File: src/rtl/read_write_ram.sv
// RAM smoke-test block: on start, writes TEST_DATA to TEST_ADDR,
// reads it back, and raises a sticky done with a match flag.
module read_write_ram #(
  parameter int unsigned                DATA_WIDTH = 16,
  parameter int unsigned                ADDR_WIDTH = 4,
  parameter logic [ADDR_WIDTH-1:0]      TEST_ADDR  = 4'd3,
  parameter logic [DATA_WIDTH-1:0]      TEST_DATA  = 16'hA5C3
) (
  input  logic                  clk,
  input  logic                  rst,
  input  logic                  start,
  output logic                  ready,
  output logic                  done,
  output logic [DATA_WIDTH-1:0] read_data,
  output logic                  match
);

  localparam int unsigned DEPTH = 2 ** ADDR_WIDTH;

  localparam logic [1:0] IDLE  = 2'd0;
  localparam logic [1:0] WRITE = 2'd1;
  localparam logic [1:0] READ  = 2'd2;

  logic [DATA_WIDTH-1:0] mem [DEPTH];

  logic [1:0]            state_q, state_d;
  logic                  done_q, done_d;
  logic                  match_q, match_d;
  logic [DATA_WIDTH-1:0] rdata_q, rdata_d;
  logic [DATA_WIDTH-1:0] mem_rd;
  logic                  we;

  assign mem_rd = mem[TEST_ADDR];
  assign we     = !rst && (state_q == WRITE);

  always_comb begin
    state_d = state_q;
    done_d  = done_q;
    match_d = match_q;
    rdata_d = rdata_q;
    unique case (state_q)
      IDLE: begin
        if (start) begin
          state_d = WRITE;
          done_d  = 1'b0;
          match_d = 1'b0;
        end
      end
      WRITE: begin
        state_d = READ;
      end
      READ: begin
        state_d = IDLE;
        rdata_d = mem_rd;
        done_d  = 1'b1;
        match_d = (mem_rd == TEST_DATA);
      end
      default: begin
        state_d = IDLE;
      end
    endcase
  end

  always_ff @(posedge clk) begin
    if (rst) begin
      state_q <= IDLE;
      done_q  <= 1'b0;
      match_q <= 1'b0;
      rdata_q <= '0;
    end else begin
      state_q <= state_d;
      done_q  <= done_d;
      match_q <= match_d;
      rdata_q <= rdata_d;
    end
  end

  // RAM contents survive reset; only the test word is ever written
  always_ff @(posedge clk) begin
    if (we) begin
      mem[TEST_ADDR] <= TEST_DATA;
    end
  end

  assign ready     = (state_q == IDLE);
  assign done      = done_q;
  assign match     = match_q;
  assign read_data = rdata_q;

endmodule

File: config.mk
export PLATFORM = sky130hd
export DESIGN_NAME = read_write_ram
export DESIGN_NICKNAME = d
export VERILOG_FILES = /design/src/rtl/read_write_ram.sv
export SDC_FILE = /design/constraint.sdc
export NUM_CORES = 1
export LEC_CHECK = 0
export CAP_MARGIN = 30
export CORE_AREA = 8 8 45 47
export DETAILED_ROUTE_END_ITERATION = 16
export DIE_AREA = 0 0 53 55
export HOLD_SLACK_MARGIN = 0.02
export PLACE_DENSITY = 0.68
export SLEW_MARGIN = 20
export SYNTH_ARGS = -nofsm -noshare
export SYNTH_HDL_FRONTEND = slang
export SYNTH_SLANG_ARGS = --single-unit
export TNS_END_PERCENT = 10
File: constraint.sdc
create_clock -name clk -period 0.8 [get_ports clk]
set_input_delay 0.16 -clock clk [delete_from_list [all_inputs] [get_ports clk]]
set_output_delay 0.16 -clock clk [all_outputs]
set_load 0.01 [all_outputs]
==> results of run 1 <==
[what timing repair did]
| item | in CTS | in global routing |
|---|---|---|
| setup buffers | 0 | 0 |
| endpoints found under the setup margin | 12 | 14 |
| gates resized for setup | 49 | 3 |
[sequential cells by signal (all words and copies together), names as in the netlist]
name	cells
state_q	2
done	1
read_data	1
[logic make-up (layout without fill, tap and decap cells)]
kind of cell	after synthesis	count (layout)	synth area share [%]
buffers and inverters	17	19	47.37
and+or+nand+nor	6	6	16.27
AOI/OAI and AO/OA	2	2	4.306
other	1	8	1.434
DFF	4	4	30.62
[path summary, 6_finish.rpt]
kind	from	end	slack (ns)	depth (start not counted)
setup / recovery	state_q[1]	ready	-0.14	2
hold / removal	rst	read_data[13]	0.20	2
setup reg to reg	state_q[0]	state_q[0]	0.03	3
hold reg to reg	read_data[13]	read_data[13]	0.49	2
[layout make-up]
type	count	area, sq um
clock buffer	3	22.52
fill	152	1054
inverter	1	3.754
multi-input combinational	16	93.84
sequential	4	85.08
tap	16	20.02
timing repair buffer	15	105.1
[synth_stat cells]
master and instances:
conb_1 1, nor3b_2 1, nor2_1 1, nand2b_1 2, nor2b_1 1, o22ai_1 1, inv_1 1, nor3b_1 1
dfxtp_1 4, buf_4 16, a21oi_1 1
[routing by layer]
metal	routed length (um)	vias to the layer above	GRT usage, %
met3	114	0	4.545
met2	225	17	4.883
met1	208	76	3.495
met5	0	-	0
li1	-	90	-
met4	0	0	1.293
[report_power, final]
group          total, mW  switching, mW  leakage [nW]  internal, mW
sequential         0.217        0.00833        0.0339         0.209
combinational      0.107         0.0575         0.131        0.0498
clock              0.249         0.0812        0.0138         0.168
[layout by cell type, fill, tap and decap left out, types with 2 or more instances in the layout]
master and n:
conb_1 8, buf_6 2, buf_2 9, buf_4 2
clkbuf_4 3, dfxtp_1 2
==> flow_metrics.tcl, run 1 <==
set metrics [dict create \
    n_antenna_cell 0 \
    critPathMaxStageDelay_ns 0.30 \
    path_buf_inv 1 \
    cpMaxStageDelayCell "dfxtp_1" \
    crit_chain "nor2_1 > buf_2" \
    cts_buffers 3 \
    gp_congestion 0.6545 \
    setup_viol 11 \
    outcome "finished, violations left" \
    rows 14 \
    synth-seq-cells 4 \
    startpoint_type "flip-flop" \
    grt_util_all_layers_pct 3.716 \
    dieArea_sq_um 2915 \
    cts.sinks 4 \
    final_net_count 44 \
    io_buffers 13 \
    drc 0 \
    firstDrtPassIters 1 \
    initial_core_util_pct 18.90 \
    avgSynthCellArea_sq_um 8.717 \
    setup_ws_ns -0.1360 \
    syn-cell-area_sq_um 261.5 \
    synth_seq_area_share_pct 30.62 \
    dpl.cell_count 52 \
    die_w_um 53 \
    ir_drop_mv 0.7180 \
    antenna_found_initial 0 \
    maxCapViolations 0 \
    dp_slack_ns -0.4034 \
    final_core_util_pct 23.87 \
    syn_to_final_growth_pct 26.32 \
    top_level_ports 22 \
    worstPathRequired_ns 0.64 \
    max_freq_mhz 1068 \
    synth_top_area_share_pct 45.93 \
    ant_nets 0 \
    vias 183 \
    setup-tns-final_ns -1.013 \
    cts_max_level 1 \
    critPathKind "flip-flop to output port" \
    dpl.hpwl_um 435.2 \
    path_clk_slew_ns 0.04 \
    arrival_ns 0.78 \
    endpoint_kind "output port" \
    final_cells 55 \
    routed_wl_um 548 \
    critPathTopFamily "flip-flops" \
    slew_violations 0 \
    syn-instance-count 30 \
    finClkSkew_ns 0.004794 \
    violations "negative setup slack" \
    dpl_cell_area_sq_um 332.8 \
    yosys.area.top_type "buf_4" \
    drt_iter0_drc 0 \
    overflow 0 \
    finalPower_uw 573.6 \
    period_share_pct 117.0 \
    stdcell_area_sq_um 330.3 \
    fin_hold_ws_ns 0.1970 \
    layout-drive-gt1-share_pct 53.85 \
    leakage_nw 0.1785 \
    coreArea_sq_um 1384 \
    cts_buffer_depth 2 \
    grt_pass1_vias 170 \
    grt_first_pass_wirelength_um 738 \
    cts_tree "done" \
    clockRootBuffer "clkbuf_4" \
    die_h_um 55 \
    yosys-top-cells-area "buf_4, dfxtp_1, nand2b_1, nor3b_2, nor3b_1" \
    ys_warn_count 0 \
    rsz0062_at_grt "true" \
    powerDensity_nw_per_um2 1736 \
    ys_types 11 \
    insertion_delay_ns 0.24 \
    hold_viol 0 \
    wl_per_cell_um 9.964 \
    via_per_inst 3.327 \
    worstPathMaxFanout 2 \
    hold_class "primary input to flip-flop" \
    ctsHoldBuffers 0 \
    min_period_ns 0.9360 \
    grt_max_degree 10 \
]
No activity file was read; power rests on OpenSTA's default activity.
==> inputs of run 2 (changes only) <==
--- a/config.mk
+++ b/config.mk
@@ -5,13 +5,14 @@
 export SDC_FILE = /design/constraint.sdc
 export NUM_CORES = 1
 export LEC_CHECK = 0
+export ABC_AREA = 1
 export CAP_MARGIN = 30
 export CORE_AREA = 8 8 45 47
 export DETAILED_ROUTE_END_ITERATION = 16
 export DIE_AREA = 0 0 53 55
 export HOLD_SLACK_MARGIN = 0.02
-export PLACE_DENSITY = 0.68
-export SLEW_MARGIN = 20
+export PLACE_DENSITY = 0.67
+export SLEW_MARGIN = 0
 export SYNTH_ARGS = -nofsm -noshare
 export SYNTH_HDL_FRONTEND = slang
 export SYNTH_SLANG_ARGS = --single-unit
==> run 2 against run 1 <==
Core utilization shrank 1.1 points. The flow still finishes with violations (negative setup slack). Clock power shrank 4%. Combinational power is essentially flat. Hold slack gained 0.24 ns. Die area is the same.
==> flow_metrics.tcl, run 2 <==
set metrics [dict create \
    gp_congestion 0.6192 \
    cts_max_level 1 \
    firstDrtPassIters 2 \
    antenna_found_initial 0 \
    startpoint_type "flip-flop" \
    arrival_ns 0.77 \
    synth_top_area_share_pct 46.83 \
    routed_wl_um 514 \
    ir_drop_mv 0.8252 \
    syn_to_final_growth_pct 22.93 \
    ys_warn_count 0 \
    swShare_pct 24.90 \
    r2r_slack_ns 0.01 \
    dieArea_sq_um 2915 \
    layout-drive-gt1-share_pct 60.00 \
    yosys.area.top_type "buf_4" \
    grt_first_pass_wirelength_um 752 \
    avgSynthCellArea_sq_um 8.274 \
    final_common_cell "buf_2" \
    cts_tree "done" \
    drt_iter0_drc 1 \
    syn-cell-area_sq_um 256.5 \
    pwr-share-seq_pct 39.1 \
    finClkSkew_ns 0.004863 \
    outcome "finished, violations left" \
    fillerInstances 166 \
    maxCapViolations 0 \
    finalPower_uw 562.9 \
    ys_types 11 \
    synth_edf_count 0 \
    ys_async_sr_fraction_pct 0 \
    cts_buffer_depth 2 \
    n_antenna_cell 0 \
    largest_reg_flops 2 \
    grt_pass1_vias 197 \
    via_per_inst 3.268 \
    power_switching_uw 140.2 \
    yosys-top-cells-area "buf_4, dfxtp_1, nand2_2, a21oi_2, inv_1" \
    overflow 0 \
    synthTopCellsByCount "buf_4, dfxtp_1, inv_1, nand2_2" \
    critPathKind "flip-flop to output port" \
    vias 183 \
    whs_path_depth 1 \
    slew_violations 0 \
    path_clk_slew_ns 0.03 \
    insertion_delay_ns 0.23 \
    io_buffers 13 \
    layout_common_cells "buf_2, conb_1, clkbuf_4, dfxtp_2" \
    powerDensity_nw_per_um2 1785 \
    rsz0062_at_grt "true" \
    ctsHoldBuffers 0 \
    period_share_pct 116.4 \
    die_h_um 55 \
    final_net_count 45 \
    pwr-share-comb_pct 18.5 \
    hold_viol 0 \
    initial_core_util_pct 18.54 \
    synth-seq-cells 4 \
    setup_viol 11 \
    synth_seq_area_share_pct 31.22 \
    setup_ws_ns -0.1316 \
    top_level_ports 22 \
    power.internal_uw 422.7 \
    syn-instance-count 31 \
    endpoint_kind "output port" \
    clockPowerShare_pct 42.4 \
    leakage_nw 0.1667 \
    max_freq_mhz 1073 \
    die_w_um 53 \
    min_period_ns 0.9316 \
    synth.most_common_cell "buf_4" \
    final_core_util_pct 22.78 \
    cts.sinks 4 \
    r2r_cells 5 \
    worstPathMaxFanout 2 \
    rows 14 \
    ys.flop_type "dfxtp_1" \
    grt_util_all_layers_pct 3.827 \
    regMostFlops "state_q" \
    ant_nets 0 \
    worstPathRequired_ns 0.64 \
    grt_max_degree 10 \
    violations "negative setup slack" \
    hold_class "flip-flop to flip-flop" \
    wl_per_cell_um 9.179 \
    clockRootBuffer "clkbuf_4" \
    coreArea_sq_um 1384 \
    drc 0 \
    cts_buffers 3 \
]
## run 2: final timing paths
kind              startpoint    endpoint
hold / removal    state_q[1]  state_q[1]
hold reg to reg   state_q[1]  state_q[1]
setup / recovery  state_q[0]       ready
setup reg to reg  state_q[0]        done
## run 2: layer usage
metal	vias up	routed length (um)	track usage, %
li1	90	-	-
met1	82	152	2.131
met2	11	253	5.859
met3	0	108	4.545
met4	0	0	3.879
met5	-	0	0
## run 2: final cells by class
type	count	area, sq um	area share (%)
Multi-Input combinational cell	16	75.07	23.81
Timing Repair Buffer	15	102.6	32.54
Tap cell	16	20.02	6.349
Inverter	2	7.507	2.381
Clock buffer	3	22.52	7.143
Sequential cell	4	87.58	27.78
## run 2: repair_timing
action                     CTS  global route
resized for setup           50             1
pin swaps                    1             0
setup buffers                1             0
setup endpoints to repair   11            12
## run 2: cell families after synthesis
| logic type | synth area share [%] |
|---|---|
| flops | 31.22 |
| buf+inv | 49.76 |
| compound gates | 5.365 |
| other cells | 1.462 |
| simple gates | 12.19 |
## run 2: power by group through the flow
stage / combinational (mW) / sequential [mW] / clock [mW]
CTS: 0.103 / 0.220 / 0.253
global placement: 0.118 / 0.223 / 0
detailed placement: 0.119 / 0.223 / 0
global route: 0.116 / 0.221 / 0.265
finish: 0.104 / 0.220 / 0.239
floorplan: 0.0997 / 0.224 / 0
## run 2: per-stage QoR
stage | TNS (ns) | cell area (sq um) | setup WS [ns] | hold WS, ns | cells
after CTS | -1.108 | 309.0 | -0.1563 | 0.4295 | 56
final | -0.9297 | 315.3 | -0.1316 | 0.4343 | 56
after global placement | -4.275 | 320.3 | -0.3820 | 0.4506 | 52
after floorplan | 0 | 282.8 | 0.0003758 | 0.2224 | 38
after global routing | -1.406 | 315.3 | -0.1875 | 0.4408 | 56
after detailed placement | -4.419 | 320.3 | -0.3983 | 0.4635 | 52
## run 2: worst max-delay path, cell delays in order, from the launching register on
cell and delay, ns:
dfxtp_2 0.31, nor2_2 0.10, buf_2 0.14
==> inputs of run 3 (changes only) <==
--- a/config.mk
+++ b/config.mk
@@ -11,7 +11,7 @@
 export DETAILED_ROUTE_END_ITERATION = 16
 export DIE_AREA = 0 0 53 55
 export HOLD_SLACK_MARGIN = 0.02
-export PLACE_DENSITY = 0.67
+export PLACE_DENSITY = 0.65
 export SLEW_MARGIN = 0
 export SYNTH_ARGS = -nofsm -noshare
 export SYNTH_HDL_FRONTEND = slang
==> constraint.sdc (replaced) <==
create_clock -name clk -period 1.07 [get_ports clk]
set_input_delay 0.214 -clock clk [delete_from_list [all_inputs] [get_ports clk]]
set_output_delay 0.214 -clock clk [all_outputs]
set_load 0.01 [all_outputs]
==> run 3 against run 2 <==
The flow still finishes with violations (negative setup slack). Critical path depth fell by 1. Setup slack improved by 0.11 ns. First-iteration DRC count down 100%. Final cell count is 1.8% lower. Critical endpoint is now read_data[15]. Largest cell class unchanged.
==> flow_metrics.tcl, run 3 (synthesis gave the netlist of run 2 again) <==
set metrics [dict create \
    cpMaxStageDelayCell "dfxtp_2" \
    maxCapViolations 0 \
    coreArea_sq_um 1384 \
    cts_tree "done" \
    hp-start "state_q[0]" \
    reg2reg_from "state_q[0]" \
    cp.depth 1 \
    whs_endpoint "state_q[1]" \
    clockRootBuffer "clkbuf_4" \
    finClkSkew_ns 0.003293 \
    die_w_um 53 \
    cts_buffers 3 \
    initial_core_util_pct 18.54 \
    syn_to_final_growth_pct 26.83 \
    dpl.cell_count 52 \
    ir_drop_mv 0.9405 \
    dieArea_sq_um 2915 \
    drt_iter0_drc 0 \
    startpoint_type "flip-flop" \
    rr_endpoint "done" \
    worstPathRequired_ns 0.86 \
    rows 14 \
    die_h_um 55 \
    grt_first_pass_wirelength_um 655 \
    critPathMaxStageDelay_ns 0.38 \
    overflow 0 \
    final_cells 55 \
    outcome "finished, violations left" \
    pwr-share-seq_pct 39.2 \
    ctsHoldBuffers 0 \
    arrival_ns 0.88 \
    layout-drive-gt1-share_pct 38.46 \
    final_net_count 44 \
    layout_common_cells "conb_1, clkdlybuf4s15_1, clkbuf_2, clkbuf_4" \
    vias 178 \
    largest_reg_flops 2 \
    grt_util_all_layers_pct 3.443 \
    leakage_nw 0.1533 \
    cts_max_level 1 \
    cts.sinks 4 \
    via_per_inst 3.236 \
    max_freq_mhz 918.1 \
    rsz0062_at_grt "true" \
    slew_violations 0 \
    r2r_cells 4 \
    worstPathMaxFanout 9 \
    top_level_ports 22 \
    regMostFlops "state_q" \
    pwr-share-comb_pct 17.8 \
    whs_path_depth 2 \
    ant_nets 0 \
    violations "negative setup slack" \
    antenna_found_initial 0 \
    power_switching_uw 108.9 \
    period_share_pct 101.8 \
    setup_ws_ns -0.01921 \
    hold_viol 0 \
    firstDrtPassIters 1 \
    grt_pass1_vias 178 \
    powerDensity_nw_per_um2 1307 \
    grt_max_degree 10 \
    endpoint_kind "output port" \
    final_common_cell "conb_1" \
    power.internal_uw 316.5 \
    gp_congestion 0.6044 \
    dpl.hpwl_um 408.2 \
    cts_buffer_depth 2 \
    wl_per_cell_um 8.873 \
    path_buf_inv 1 \
    n_antenna_cell 0 \
    setup_viol 6 \
    min_period_ns 1.089 \
    critPathKind "flip-flop to output port" \
    insertion_delay_ns 0.23 \
    swShare_pct 25.59 \
    fin_hold_ws_ns 0.4784 \
    io_buffers 13 \
    crit_chain "clkdlybuf4s15_1" \
    critPathTopFamily "flip-flops" \
    routed_wl_um 488 \
    path_clk_slew_ns 0.04 \
    r2r_slack_ns 0.36 \
    fillerInstances 170 \
    clockPowerShare_pct 43.0 \
    drc 0 \
    post_cts_buffers 0 \
    hold_class "flip-flop to flip-flop" \
]
-- run 3: area by class of cell --
cell class,instances,area [sq um],share of cell area [%]
clock buffers,3,22.52,6.923
inverters,2,7.507,2.308
multi-input cells,16,80.08,24.62
flip-flops and latches,4,82.58,25.38
well taps,16,20.02,6.154
repair buffers,14,112.6,34.62
-- run 3: worst max path at each step --
stage,to,startpoint
6_report,read_data[15],read_data[13]
5_1_grt,read_data[7],read_data[13]
3_3_place_gp,read_data[7],read_data[13]
4_1_cts,read_data[15],read_data[13]
2_1_floorplan,read_data[10],read_data[13]
3_5_place_dp,read_data[15],read_data[13]
-- run 3: per-stage QoR --
| step | setup TNS (ns) | area, sq um | power (mW) | utilization, % | setup slack, ns |
|---|---|---|---|---|---|
| final | -0.09583 | 325.3 | 0.4253 | 23.51 | -0.01921 |
| after global routing | -0.3934 | 325.3 | 0.4619 | 23.51 | -0.07061 |
| after CTS | -0.3674 | 329.1 | 0.4325 | 23.78 | -0.04984 |
| after detailed placement | -1.608 | 320.3 | 0.2553 | 23.15 | -0.1791 |
| after global placement | -1.496 | 320.3 | 0.2548 | 23.15 | -0.1642 |
| after floorplan | 0 | 282.8 | 0.2421 | - | 0.2164 |
-- run 3: metal layers --
layer,routed length [um],global-route usage [%],vias up
met4,0,2.586,0
met3,118,4.813,0
met5,0,0,-
met2,218,5.078,16
met1,152,1.976,76
li1,-,-,86
-- run 3: worst reg2reg max path, stage by stage (launching register included) --
cell and delay [ns]:
dfxtp_2 0.32, nor2_4 0.11, nand2_2 0.07, nand2_2 0.06
a21oi_2 0.04
-- run 3: what timing repair did --
action / in CTS / in global routing
setup endpoints to repair: 11 / 11
gates resized for setup: 17 / 14
pin swaps: 0 / 1
-- run 3: power by group through the flow --
stage               Combinational, mW  Clock, mW  Sequential [mW]
finish                         0.0758      0.183            0.167
global route                   0.0833      0.211            0.168
CTS                            0.0747      0.193            0.164
detailed placement             0.0885          0            0.167
global placement               0.0881          0            0.167
floorplan                      0.0745          0            0.168
